--- config.mk ---
export PLATFORM = sky130hd
export DESIGN_NAME = tx_intf_dma_sched
export DESIGN_NICKNAME = d
export VERILOG_FILES = /design/src/rtl/tx_intf_dma_sched.sv
export SDC_FILE = /design/constraint.sdc
export NUM_CORES = 1
export LEC_CHECK = 0
export CAP_MARGIN = 15
export CORE_AREA = 2 2 76 78
export CTS_BUF_LIST = sky130_fd_sc_hd__clkbuf_8
export CTS_CLUSTER_DIAMETER = 120
export DETAILED_ROUTE_END_ITERATION = 6
export DIE_AREA = 0 0 78 80
export PLACE_DENSITY = 0.87
export SETUP_SLACK_MARGIN = 0.05
export SLEW_MARGIN = 30
export SYNTH_ARGS = -nofsm -noshare
export SYNTH_HDL_FRONTEND = slang
export SYNTH_SLANG_ARGS = --single-unit
--- constraint.sdc ---
create_clock -name M_AXIS_ACLK -period 7.18 [get_ports M_AXIS_ACLK]
set_input_delay 0.718 -clock M_AXIS_ACLK [delete_from_list [all_inputs] [get_ports M_AXIS_ACLK]]
set_output_delay 0.718 -clock M_AXIS_ACLK [all_outputs]
set_load 0.1 [all_outputs]
--- src/rtl/tx_intf_dma_sched.sv ---
// tx_intf_dma_sched: round-robin scheduler in front of the tx_intf AXIS DMA streamer.
// It arbitrates the tx queue requests, programs the symbol count, pulses start_1trans,
// watches the stream handshake for TLAST, reports per-queue completion and enforces an
// inter-transfer gap.
// Optional feature: define TX_DMA_SCHED_WATCHDOG_EN to abort a transfer that sees no beat
// for wd_cfg cycles. The abort pulses the streamer reset and reports queue_err.
module tx_intf_dma_sched #(
    parameter int NUM_QUEUE              = 4,
    parameter int MAX_BIT_NUM_DMA_SYMBOL = 14,
    parameter int GAP_BITS               = 4,
    parameter int WD_BITS                = 16,
    localparam int QW = (NUM_QUEUE > 1) ? $clog2(NUM_QUEUE) : 1
) (
    input  logic                                        M_AXIS_ACLK,
    input  logic                                        M_AXIS_ARESETN,
    input  logic                                        sched_en,
    input  logic [NUM_QUEUE-1:0]                        queue_req,
    input  logic [NUM_QUEUE*MAX_BIT_NUM_DMA_SYMBOL-1:0] queue_len,
    input  logic [GAP_BITS-1:0]                         gap_cfg,
    input  logic [WD_BITS-1:0]                          wd_cfg,
    output logic [NUM_QUEUE-1:0]                        queue_ack,
    output logic [NUM_QUEUE-1:0]                        queue_err,
    output logic                                        start_1trans,
    output logic [MAX_BIT_NUM_DMA_SYMBOL-1:0]           M_AXIS_NUM_DMA_SYMBOL,
    output logic                                        endless_mode,
    output logic                                        dp_aresetn,
    input  logic                                        M_AXIS_TVALID,
    input  logic                                        M_AXIS_TREADY,
    input  logic                                        M_AXIS_TLAST,
    output logic                                        busy,
    output logic [QW-1:0]                               cur_queue
);

    localparam int MB = MAX_BIT_NUM_DMA_SYMBOL;

    typedef enum logic [2:0] {
        ST_IDLE      = 3'd0,
        ST_ARB       = 3'd1,
        ST_START     = 3'd2,
        ST_WAIT_LAST = 3'd3,
        ST_GAP       = 3'd4
    } state_t;

    // Round-robin search starting just after the last winner; MSB of result = found.
    function automatic logic [QW:0] rr_pick(input logic [NUM_QUEUE-1:0] req,
                                           input logic [QW-1:0]        ptr);
        logic [QW:0] res;
        int          k;
        res = '0;
        for (int i = 1; i <= NUM_QUEUE; i++) begin
            k = (int'(ptr) + i) % NUM_QUEUE;
            if (!res[QW] && req[k]) begin
                res = {1'b1, k[QW-1:0]};
            end
        end
        return res;
    endfunction

    state_t                 state_q, state_d;
    logic [QW-1:0]          ptr_q, ptr_d;
    logic [QW-1:0]          cur_queue_q, cur_queue_d;
    logic [MB-1:0]          num_q, num_d;
    logic [GAP_BITS-1:0]    gap_cnt_q, gap_cnt_d;
    logic [NUM_QUEUE-1:0]   ack_q, ack_d;
    logic [NUM_QUEUE-1:0]   err_q, err_d;
    logic                   start_q, start_d;
    logic                   busy_q, busy_d;
    logic                   dp_aresetn_q, dp_aresetn_d;

    logic [QW:0]            pick_s;
    logic                   pick_found_s;
    logic [QW-1:0]          pick_idx_s;
    logic [MB-1:0]          pick_len_s;
    logic [GAP_BITS-1:0]    gap_len_s;
    logic                   beat_s;

`ifdef TX_DMA_SCHED_WATCHDOG_EN
    logic [WD_BITS-1:0]     wd_cnt_q, wd_cnt_d;
    logic [1:0]             dp_rst_cnt_q, dp_rst_cnt_d;
`else
    logic                   unused_wd_s;
    assign unused_wd_s = ^wd_cfg;
`endif

    // Arbitration candidate, its length and the effective gap length.
    always_comb begin
        pick_s       = rr_pick(queue_req, ptr_q);
        pick_found_s = pick_s[QW];
        pick_idx_s   = pick_s[QW-1:0];
        pick_len_s   = queue_len[int'(pick_idx_s)*MB +: MB];
        gap_len_s    = (gap_cfg == '0) ? GAP_BITS'(1) : gap_cfg;
        beat_s       = M_AXIS_TVALID && M_AXIS_TREADY;
    end

    // Next-state and next-output logic of the scheduler FSM.
    always_comb begin
        state_d     = state_q;
        ptr_d       = ptr_q;
        cur_queue_d = cur_queue_q;
        num_d       = num_q;
        gap_cnt_d   = gap_cnt_q;
        ack_d       = '0;
        err_d       = '0;
`ifdef TX_DMA_SCHED_WATCHDOG_EN
        wd_cnt_d     = wd_cnt_q;
        dp_rst_cnt_d = (dp_rst_cnt_q != 2'd0) ? (dp_rst_cnt_q - 2'd1) : 2'd0;
`endif
        case (state_q)
            ST_IDLE: begin
                if (sched_en && (|queue_req)) begin
                    state_d = ST_ARB;
                end else begin
                    state_d = ST_IDLE;
                end
            end
            ST_ARB: begin
                if (!pick_found_s) begin
                    // Request withdrawn before arbitration: silently go back.
                    state_d = ST_IDLE;
                end else begin
                    ptr_d       = pick_idx_s;
                    cur_queue_d = pick_idx_s;
                    if (pick_len_s == '0) begin
                        num_d             = '0;
                        err_d[pick_idx_s] = 1'b1;
                        gap_cnt_d         = GAP_BITS'(1);
                        state_d           = ST_GAP;
                    end else begin
                        num_d   = pick_len_s - MB'(1);
                        state_d = ST_START;
                    end
                end
            end
            ST_START: begin
`ifdef TX_DMA_SCHED_WATCHDOG_EN
                wd_cnt_d = '0;
`endif
                state_d = ST_WAIT_LAST;
            end
            ST_WAIT_LAST: begin
                if (beat_s && M_AXIS_TLAST) begin
                    ack_d[cur_queue_q] = 1'b1;
                    gap_cnt_d          = GAP_BITS'(1);
                    state_d            = ST_GAP;
`ifdef TX_DMA_SCHED_WATCHDOG_EN
                end else if (beat_s) begin
                    wd_cnt_d = '0;
                end else if ((wd_cfg != '0) && (wd_cnt_q == wd_cfg)) begin
                    // Stream stalled too long: reset the streamer and report an error.
                    err_d[cur_queue_q] = 1'b1;
                    dp_rst_cnt_d       = 2'd2;
                    gap_cnt_d          = GAP_BITS'(1);
                    state_d            = ST_GAP;
                end else begin
                    wd_cnt_d = (wd_cnt_q != '1) ? (wd_cnt_q + WD_BITS'(1)) : wd_cnt_q;
`endif
                end else begin
                    state_d = ST_WAIT_LAST;
                end
            end
            ST_GAP: begin
                if (gap_cnt_q >= gap_len_s) begin
                    state_d = ST_IDLE;
                end else begin
                    gap_cnt_d = gap_cnt_q + GAP_BITS'(1);
                end
            end
            default: begin
                state_d = ST_IDLE;
            end
        endcase

        start_d = (state_d == ST_START);
        busy_d  = (state_d != ST_IDLE);
`ifdef TX_DMA_SCHED_WATCHDOG_EN
        dp_aresetn_d = (dp_rst_cnt_d == 2'd0);
`else
        dp_aresetn_d = 1'b1;
`endif
    end

    // State and registered-output flops.
    always_ff @(posedge M_AXIS_ACLK or negedge M_AXIS_ARESETN) begin
        if (!M_AXIS_ARESETN) begin
            state_q      <= ST_IDLE;
            ptr_q        <= QW'(NUM_QUEUE - 1);
            cur_queue_q  <= '0;
            num_q        <= '0;
            gap_cnt_q    <= '0;
            ack_q        <= '0;
            err_q        <= '0;
            start_q      <= 1'b0;
            busy_q       <= 1'b0;
            dp_aresetn_q <= 1'b1;
`ifdef TX_DMA_SCHED_WATCHDOG_EN
            wd_cnt_q     <= '0;
            dp_rst_cnt_q <= 2'd0;
`endif
        end else begin
            state_q      <= state_d;
            ptr_q        <= ptr_d;
            cur_queue_q  <= cur_queue_d;
            num_q        <= num_d;
            gap_cnt_q    <= gap_cnt_d;
            ack_q        <= ack_d;
            err_q        <= err_d;
            start_q      <= start_d;
            busy_q       <= busy_d;
            dp_aresetn_q <= dp_aresetn_d;
`ifdef TX_DMA_SCHED_WATCHDOG_EN
            wd_cnt_q     <= wd_cnt_d;
            dp_rst_cnt_q <= dp_rst_cnt_d;
`endif
        end
    end

    assign queue_ack             = ack_q;
    assign queue_err             = err_q;
    assign start_1trans          = start_q;
    assign M_AXIS_NUM_DMA_SYMBOL = num_q;
    assign endless_mode          = 1'b0;
    assign dp_aresetn            = dp_aresetn_q;
    assign busy                  = busy_q;
    assign cur_queue             = cur_queue_q;

endmodule

=== Word-level counts from Yosys, hierarchy flattened ===
Index checks and enable logic that the tools add are counted.

* Flip-flop bits (word level): 35
* Bits in latches: 0
* Memory bits (writable): 0
* Memory bits (read-only): 0
* Output and inout port bits: 28
* Memories: 0

* Add/sub/neg operators: 6
* Multipliers: 1
* Divide/modulo/power cells: 0
* Magnitude comparators: 9
* Equal/unequal tests: 9
* Shifts and indexed selects: 1
* Multiplexer cells: 38
* Bitwise gates (word level): 4
* Reduce and logical (&&, ||, !) cells: 23

{| class="wikitable"
|+ Operators with widths
! operator !! count
|-
| 56-bit by 7-bit variable part select with 14-bit output || 1
|-
| 4-bit two-way mux || 10
|-
| 3-bit two-way mux || 8
|-
| 3-bit by 4-bit < comparator with 1-bit output, second input constant || 4
|-
| 3-bit case mux with 5 select lines || 1
|-
| 14-bit logical NOT || 1
|-
| 14-bit two-way mux || 1
|-
| 14-bit by 1-bit subtractor with 14-bit output, second input constant || 1
|-
| 4-bit case mux with 3 select lines || 1
|-
| 1-bit two-way mux || 11
|-
| 3-bit by 2-bit == test with 1-bit output, second input constant || 3
|-
| 1-bit binary-select mux with 2-bit select || 4
|-
| 1-bit logical AND || 8
|-
| 2-bit != test, second input constant || 4
|-
| 2-bit OR reduction || 4
|-
| 2-bit by 3-bit < comparator with 1-bit output, second input constant || 2
|-
| 3-bit nonzero test || 2
|-
| 2-bit by 3-bit multiplier with 5-bit output, second input constant || 1
|-
| 5-bit AND reduction || 1
|-
| 2-bit by 1-bit adder with 2-bit output, second input constant || 2
|-
| 2-bit adder, second input constant || 2
|-
| 4-bit by 1-bit adder with 4-bit output, second input constant || 1
|-
| 1-bit bitwise AND, first input constant || 4
|-
| 1-bit demux with 2-bit select || 2
|-
| other kinds (9) || 12
|}

=== Logic depth before layout (Yosys ltp) ===
Gate-level depths: netlist (run 1).

* Word-level depth: 23
* Mapped depth: 15
* Gate-level depth less buffers: 12

=== Worst setup path after synthesis (run 1) ===
OpenSTA, ideal clock, no wires.

* Path kind: input -> register
* Start point: input port queue_req[3]
* End point: register num_q[0], in the netlist M_AXIS_NUM_DMA_SYMBOL[0]
* Setup time: 122 ps
* Arrival: 3,217 ps
* Required time: 7,058 ps
* Slack: 3,841 ps
* Stages on the path: 13
* Path buffers: 2
* Cell sequence: a21bo_1 > a21oi_1 > or3_1 > buf_6 > clkbuf_1 > or3_1 > nand3_1 > ha_1 > inv_1 > or3_1 > o21ai_4 > inv_2 > a22o_1

* Word-level cells in the longest chain between the ends: 17

{| class="wikitable"
|+ Ends and longest elaborated chain
! element !! line !! RTL
|-
| start: declaration || 17 || <nowiki>input logic [NUM_QUEUE-1:0] queue_req,</nowiki>
|-
| 1-bit binary-select mux with 2-bit select || 52 || <nowiki>if (!res[QW] && req[k]) begin</nowiki>
|-
| 1-bit two-way mux (implied by the code) (2 in a row) || 52 ||
|-
| 3-bit two-way mux || 52 ||
|-
| 1-bit logical NOT || 52 ||
|-
| 1-bit logical AND || 52 ||
|-
| 3-bit two-way mux || 52 ||
|-
| 1-bit logical NOT || 52 ||
|-
| 1-bit logical AND || 52 ||
|-
| 3-bit two-way mux || 52 ||
|-
| 1-bit logical NOT || 52 ||
|-
| 1-bit logical AND || 52 ||
|-
| 3-bit two-way mux * || 52 ||
|-
| 2-bit by 3-bit multiplier with 5-bit output || 90 || <nowiki>pick_len_s = queue_len[int'(pick_idx_s)*MB +: MB];</nowiki>
|-
| 56-bit by 7-bit variable part select with 14-bit output || 90 ||
|-
| 14-bit by 1-bit subtractor with 14-bit output / 14-bit logical NOT (equally long branches) || 129, 123 ||
|-
| 14-bit two-way mux || 123 || <nowiki>if (pick_len_s == '0) begin</nowiki>
|-
| end signal: assignment || 203 || <nowiki>num_q <= num_d;</nowiki>
|-
| end: declaration || 62 || <nowiki>logic [MB-1:0] num_q, num_d;</nowiki>
|}

Mark *: on every way between the ends. The rest lies on a longest branch, timed or not. The select of a mux whose other input is x is not followed.
A chain may end at the register's enable or synchronous reset.

=== Worst setup path after layout (run 1) ===
* Start point: input port queue_req[1]
* End point: register gap_cnt_q[3]

* Word-level cells in the longest chain between the ends: 18

{| class="wikitable"
|+ Ends and longest elaborated chain
! element !! line !! RTL
|-
| 1-bit binary-select mux with 2-bit select || 52 ||
|-
| 1-bit two-way mux (implied by the code) (2 in a row) || 52 ||
|-
| 3-bit two-way mux || 52 ||
|-
| 1-bit logical NOT || 52 ||
|-
| 1-bit logical AND || 52 ||
|-
| 3-bit two-way mux || 52 ||
|-
| 1-bit logical NOT || 52 ||
|-
| 1-bit logical AND || 52 ||
|-
| 3-bit two-way mux || 52 ||
|-
| 1-bit logical NOT || 52 ||
|-
| 1-bit logical AND || 52 ||
|-
| 3-bit two-way mux * || 52 ||
|-
| 2-bit by 3-bit multiplier with 5-bit output || 90 ||
|-
| 56-bit by 7-bit variable part select with 14-bit output || 90 ||
|-
| 14-bit logical NOT || 123 ||
|-
| 2-bit != test (no line) || - ||
|-
| 5-bit AND reduction (no line) * || - ||
|-
| end signal: assignment || 204 || <nowiki>gap_cnt_q <= gap_cnt_d;</nowiki>
|-
| end: declaration || 63 || <nowiki>logic [GAP_BITS-1:0] gap_cnt_q, gap_cnt_d;</nowiki>
|}

Marks and branches as above.

==> results.cfg, run 1 <==
[critical_path]
reg2regPathDepth = 9
rr_startpoint = ptr_q[0]
worstPathMaxFanout = 28
cp-end-kind = flop
critPathArrivalTime_ns = 4.36
crit_type = input port to flop
r2r-end = gap_cnt_q[3]
cp-start-kind = input port
r2r_slack_ns = 3.40
cp.required_ns = 7.41

[detailed_routing]
num_vias = 2459
wl_met2_microns = 3170
top_layer_used = met4
drc = 0
wl_met1_microns = 2730
met3_length_microns = 399
routed_wl_microns = 6440
drt_iter0_markers = 133
wl_per_cell_microns = 14.5
drt_pass1_iterations = 5
drt-vias-per-instance = 5.55
ant_nets = 0

[finish]
fillers = 456
utilization = 0.654
stdcell_area_sq_um = 3540
fin_cells = 443
area_growth_syn_to_layout_pct = 44.8
final_nets = 463
drive_gt1_frac = 0.0755
antenna_cells = 0

[cts]
cts_tree = built
cts_root_buffer = clkbuf_8
clk_latency_ns = 0.29
holdBufCountCts = 0
cts.path.max_buffers = 2
cts_buffers = 5
cts-htree-levels = 2
cts_setup_buffers = 0
cts_resized = 0
clock_sinks = 35
clkTransAtPathRegs_ns = 0.08

[sta]
fmax_ghz = 0.242
slew_viol_final = 0
hold_ws_ns = 0.521
worst_pin_slew_ns = 0.987
fin_skew_ns = 0.00804
fin_tns_setup_ns = 0
relSlewSlack = 0.340
finalSetupViolations = 0
setup_ws_ns = 3.05
fin_crit_ns = 4.13
period_share = 0.575
finalHoldViolCount = 0
rsz0062_at_grt = no

[placement]
post-place-ws_ns = 2.86
dp_hpwl_microns = 4940
dpl_cell_area_sq_um = 3420
io_buffers = 95
dp.cells = 435
routabilityCongestion = 0.801

[logic_synthesis]
ys.flop_type = dfrtp_1
synth_area_sq_um = 2440
avgSynthCellArea_sq_um = 8.69
synth_edf_count = 0
ys_ff_latch = 35
yosys.area.top_type_share = 0.338
yosysSeqAreaShare = 0.360
synth-warning-count = 0
netlist_top_cells_area = dfrtp_1 34%, and3_1 5.9%, nand2_1 5.2%, a221oi_1 5.0%, ha_1 3.6%
synthCells = 281
synth.net_count = 374
async_flop_share = 1.00
synth_cell_types = 56
yosys.area.top_type = dfrtp_1

[power_and_ir_drop]
power.total_mw = 1.54
powerDensity_nw_per_um2 = 436
p_leak_nw = 1.53
irDropWorstVdd_v = 0.000273

[die]
io_pins = 114
core_area_sq_um = 5410
initial_core_util = 0.452
die_y_microns = 80
rows = 27
dieWidth_microns = 78
die_area_sq_um = 6240

[flow_run]
drv_cap = 0

[global_route]
grt_pass1_vias = 2361
track_usage = 0.211
grt_first_pass_wirelength_microns = 10500
grt_antenna_before_repair = 0
overflow = 0
grt_max_degree = 36

[worst_hold_path]
worstHoldPathType = flop to flop
min-delay-start = M_AXIS_NUM_DMA_SYMBOL[7]
hold_path_depth = 2
min_to = M_AXIS_NUM_DMA_SYMBOL[7]

[status]
status = finished, final reports clean
worst max path at each step:
stage	from	end	slack [ns]	cells past startpoint
global route	queue_req[1]	gap_cnt_q[3]	2.79	10
global placement	queue_req[1]	M_AXIS_NUM_DMA_SYMBOL[0]	2.95	11
floorplan	queue_req[3]	M_AXIS_NUM_DMA_SYMBOL[0]	3.84	13
CTS	queue_req[1]	gap_cnt_q[3]	3.14	10
finish	queue_req[1]	gap_cnt_q[3]	3.05	10
detailed placement	queue_req[1]	gap_cnt_q[3]	2.86	10
report_power, final:
part	switching (mW)	leakage (nW)	internal, mW	total [mW]
Sequential	0.0643	0.432	0.274	0.338
Combinational	0.704	1.03	0.314	1.02
Clock	0.0735	0.0618	0.114	0.188
placed cells by master (no fill, tap or decap), types with 4 or more instances in the layout:
master,count
clkdlybuf4s50_1,95
nand2_1,34
dfrtp_1,33
and3_1,23
nor2_1,20
a221oi_1,14
a21oi_1,13
o21ai_0,10
inv_1,8
nand4_1,7
xnor2_1,7
ha_1,7
nand2b_1,6
a22o_1,6
clkbuf_8,6
a211oi_1,5
nor3_1,4
nand3_1,4
buf_4,4
per-layer routing:
layer	global-route usage	up-vias
met5	0	-
met4	0.0877	0
met3	0.0407	11
met2	0.375	105
met1	0.248	1129
li1	-	1214
flip-flops by register name, summed over array words and instances (netlist names), 2 cells and up:
register / flops
gap_cnt_q: 4
cur_queue: 2
M_AXIS_NUM_DMA_SYMBOL: 14
queue_err: 4
queue_ack: 4
ptr_q: 2
state_q: 3
Yosys cell counts, drive strengths merged, types with 4 or more instances:
library cell / count
clkbuf: 10
a211oi: 5
nand3: 5
ha: 7
a21oi: 13
dfrtp: 33
nand2b: 6
inv: 10
o21ai: 13
buf: 7
and3: 23
nor2: 20
nand4: 7
or2: 4
nand2: 35
a22o: 6
nor3: 5
a221oi: 14
xnor2: 7
nor4: 4
area by class of cell:
type                       instances  area, sq um  share of cell area
timing repair buffer              99          981               0.277
sequential                        35          878               0.248
multi-input combinational        219         1430               0.404
clock buffer                       6         82.6              0.0233
inverter                          10         37.5              0.0106
clock inverter                     2         38.8              0.0110
tap                               72         90.1              0.0255
cells by family after synthesis:
| group | share of synthesized area |
|---|---|
| fa+ha+maj | 0.0359 |
| flops | 0.360 |
| other cells | 0.00307 |
| simple gates | 0.279 |
| mux | 0.0128 |
| xor+xnor | 0.0323 |
| compound gates | 0.222 |
| buf+inv | 0.0553 |
critical path, stage by stage:
cell and delay [ns]:
clkdlybuf4s50_1 0.50, nand2b_1 0.17, or2_1 0.49, nand3_4 0.34, a221oi_1 0.48, o22ai_1 0.29, nor4_4 0.53, a41oi_2 0.34
nor4_1 0.35, a211o_1 0.14
(Power assumes the default switching activity.)
==> inputs of run 2 (changes only) <==
--- a/config.mk
+++ b/config.mk
@@ -6,12 +6,12 @@
 export NUM_CORES = 1
 export LEC_CHECK = 0
 export CAP_MARGIN = 15
-export CORE_AREA = 2 2 76 78
+export CORE_AREA = 2 2 83 85
 export CTS_BUF_LIST = sky130_fd_sc_hd__clkbuf_8
 export CTS_CLUSTER_DIAMETER = 120
 export DETAILED_ROUTE_END_ITERATION = 6
-export DIE_AREA = 0 0 78 80
-export PLACE_DENSITY = 0.87
+export DIE_AREA = 0 0 85 87
+export PLACE_DENSITY = 0.77
 export SETUP_SLACK_MARGIN = 0.05
 export SLEW_MARGIN = 30
 export SYNTH_ARGS = -nofsm -noshare
==> constraint.sdc (replaced) <==
create_clock -name M_AXIS_ACLK -period 3.3 [get_ports M_AXIS_ACLK]
set_input_delay 0.33 -clock M_AXIS_ACLK [delete_from_list [all_inputs] [get_ports M_AXIS_ACLK]]
set_output_delay 0.33 -clock M_AXIS_ACLK [all_outputs]
set_load 0.1 [all_outputs]
==> run 2 against run 1 <==
Compared with the run above: first-iteration DRC count shrank 27%; hold slack lost 0.059 ns; largest cell class unchanged; global-route usage shrank 2.5 points; clock power grew 110%; die area grew 19%; setup slack lost 2.9 ns; final cell count grew 12%; critical endpoint is now queue_err[0]; sequential cell count is the same; sequential share of layout area shrank 2.6 points; combinational power grew to 2.5 times the previous value; clock skew shrank 0.0048 ns.
==> results.cfg, run 2 (synthesis results as in run 1) <==
[global_route]
track_usage = 0.185
grt_first_pass_wirelength_microns = 11300
grt_max_degree = 36
grt_antenna_before_repair = 0
grt_pass1_vias = 2427
overflow = 0

[cts]
cts_buffers = 5
holdBufCountCts = 0
cts-htree-levels = 2
cts_root_buffer = clkbuf_8
clk_latency_ns = 0.28
cts_tree = built
clkTransAtPathRegs_ns = 0.07
clock_sinks = 35
cts.path.max_buffers = 2

[critical_path]
worstPathMaxFanout = 8
crit_type = input port to flop
reg2regPathDepth = 10
critPathCapture = queue_err[0]
setup.worst_path.start = queue_req[0]
critPathArrivalTime_ns = 3.32
rr_startpoint = ptr_q[0]
cp-start-kind = input port
r2r-end = queue_err[0]
cp-end-kind = flop
r2r_slack_ns = 0.22
cp.required_ns = 3.52

[placement]
io_buffers = 95
routabilityCongestion = 0.781
post-place-ws_ns = -0.243
dpl_cell_area_sq_um = 3740
dp.cells = 483
dp_hpwl_microns = 5580

[detailed_routing]
routed_wl_microns = 7000
drc = 0
drt_pass1_iterations = 4
num_vias = 2599
wl_per_cell_microns = 14.1
drt_iter0_markers = 97
drt-vias-per-instance = 5.25
ant_nets = 0

[finish]
final_nets = 507
largest_register_ffs = 14
stdcell_area_sq_um = 3950
area_growth_syn_to_layout_pct = 61.8
final_common_cell = clkdlybuf4s50_1
fin_cells = 495
final_cell_mix = 95 x clkdlybuf4s50_1, 47 x buf_4, 34 x nand2_1
utilization = 0.602
antenna_cells = 0
drive_gt1_frac = 0.193

[sta]
hold_ws_ns = 0.462
finalSetupViolations = 0
fin_crit_ns = 3.11
worst_pin_slew_ns = 1.00
fin_tns_setup_ns = 0
setup_ws_ns = 0.195
relSlewSlack = 0.332
rsz0062_at_grt = no
finalHoldViolCount = 0
period_share = 0.941
slew_viol_final = 0
fmax_ghz = 0.322
fin_skew_ns = 0.00326

[worst_hold_path]
worstHoldPathType = input port to async pin

[status]
status = finished, final reports clean

[die]
core_area_sq_um = 6570
rows = 30
io_pins = 114
die_y_microns = 87
die_area_sq_um = 7400
initial_core_util = 0.372
dieWidth_microns = 85

[power_and_ir_drop]
p_leak_nw = 1.77
irDropWorstVdd_v = 0.00118
power.total_mw = 3.69
powerDensity_nw_per_um2 = 933

[flow_run]
drv_cap = 0
## run 2: what timing repair did
| action | in CTS | in global routing |
|---|---|---|
| resized for setup | 2 | 8 |
| setup endpoints to repair | 2 | 26 |
| pin swaps | 0 | 2 |
| buffers inserted | 0 | 4 |
## run 2: how the worst min path moves through the flow
stage                             startpoint  slack, ns                        to
global placement    M_AXIS_NUM_DMA_SYMBOL[6]       0.46  M_AXIS_NUM_DMA_SYMBOL[6]
detailed placement  M_AXIS_NUM_DMA_SYMBOL[6]       0.47  M_AXIS_NUM_DMA_SYMBOL[6]
global route                  M_AXIS_ARESETN       0.49              queue_ack[1]
floorplan                     M_AXIS_ARESETN       0.03  M_AXIS_NUM_DMA_SYMBOL[0]
finish                        M_AXIS_ARESETN       0.46              queue_ack[1]
CTS                           M_AXIS_ARESETN       0.48              queue_ack[1]
## run 2: per-layer routing
| layer | GRT usage | share of wire | vias up |
|---|---|---|---|
| met4 | 0.0491 | 0.011 | 0 |
| met1 | 0.237 | 0.43 | 1199 |
| met2 | 0.321 | 0.49 | 89 |
| met3 | 0.0351 | 0.062 | 8 |
| li1 | - | - | 1303 |
| met5 | 0 | 0 | - |
## run 2: power by group
| group | switching, mW | internal [mW] |
|---|---|---|
| Clock | 0.152 | 0.244 |
| Combinational | 1.64 | 0.932 |
| Sequential | 0.128 | 0.595 |
| Total | 1.92 | 1.77 |
## run 2: area by class of cell
type                       instances  area [sq um]
clock inverter                     2          35.0
inverter                          10          37.5
tap                               80           100
timing repair buffer             143          1320
multi-input combinational        219          1490
sequential                        35           878
clock buffer                       6          82.6
fill                             568          2620
## run 2: critical path, stage by stage
cell and delay [ns]:
clkdlybuf4s50_1 0.56, nand2b_1 0.13, a21oi_1 0.09, or3_4 0.46, or3_1 0.38, nand3_1 0.13
ha_1 0.15, inv_1 0.06, or3_1 0.47, nor3_4 0.35, and3_1 0.22
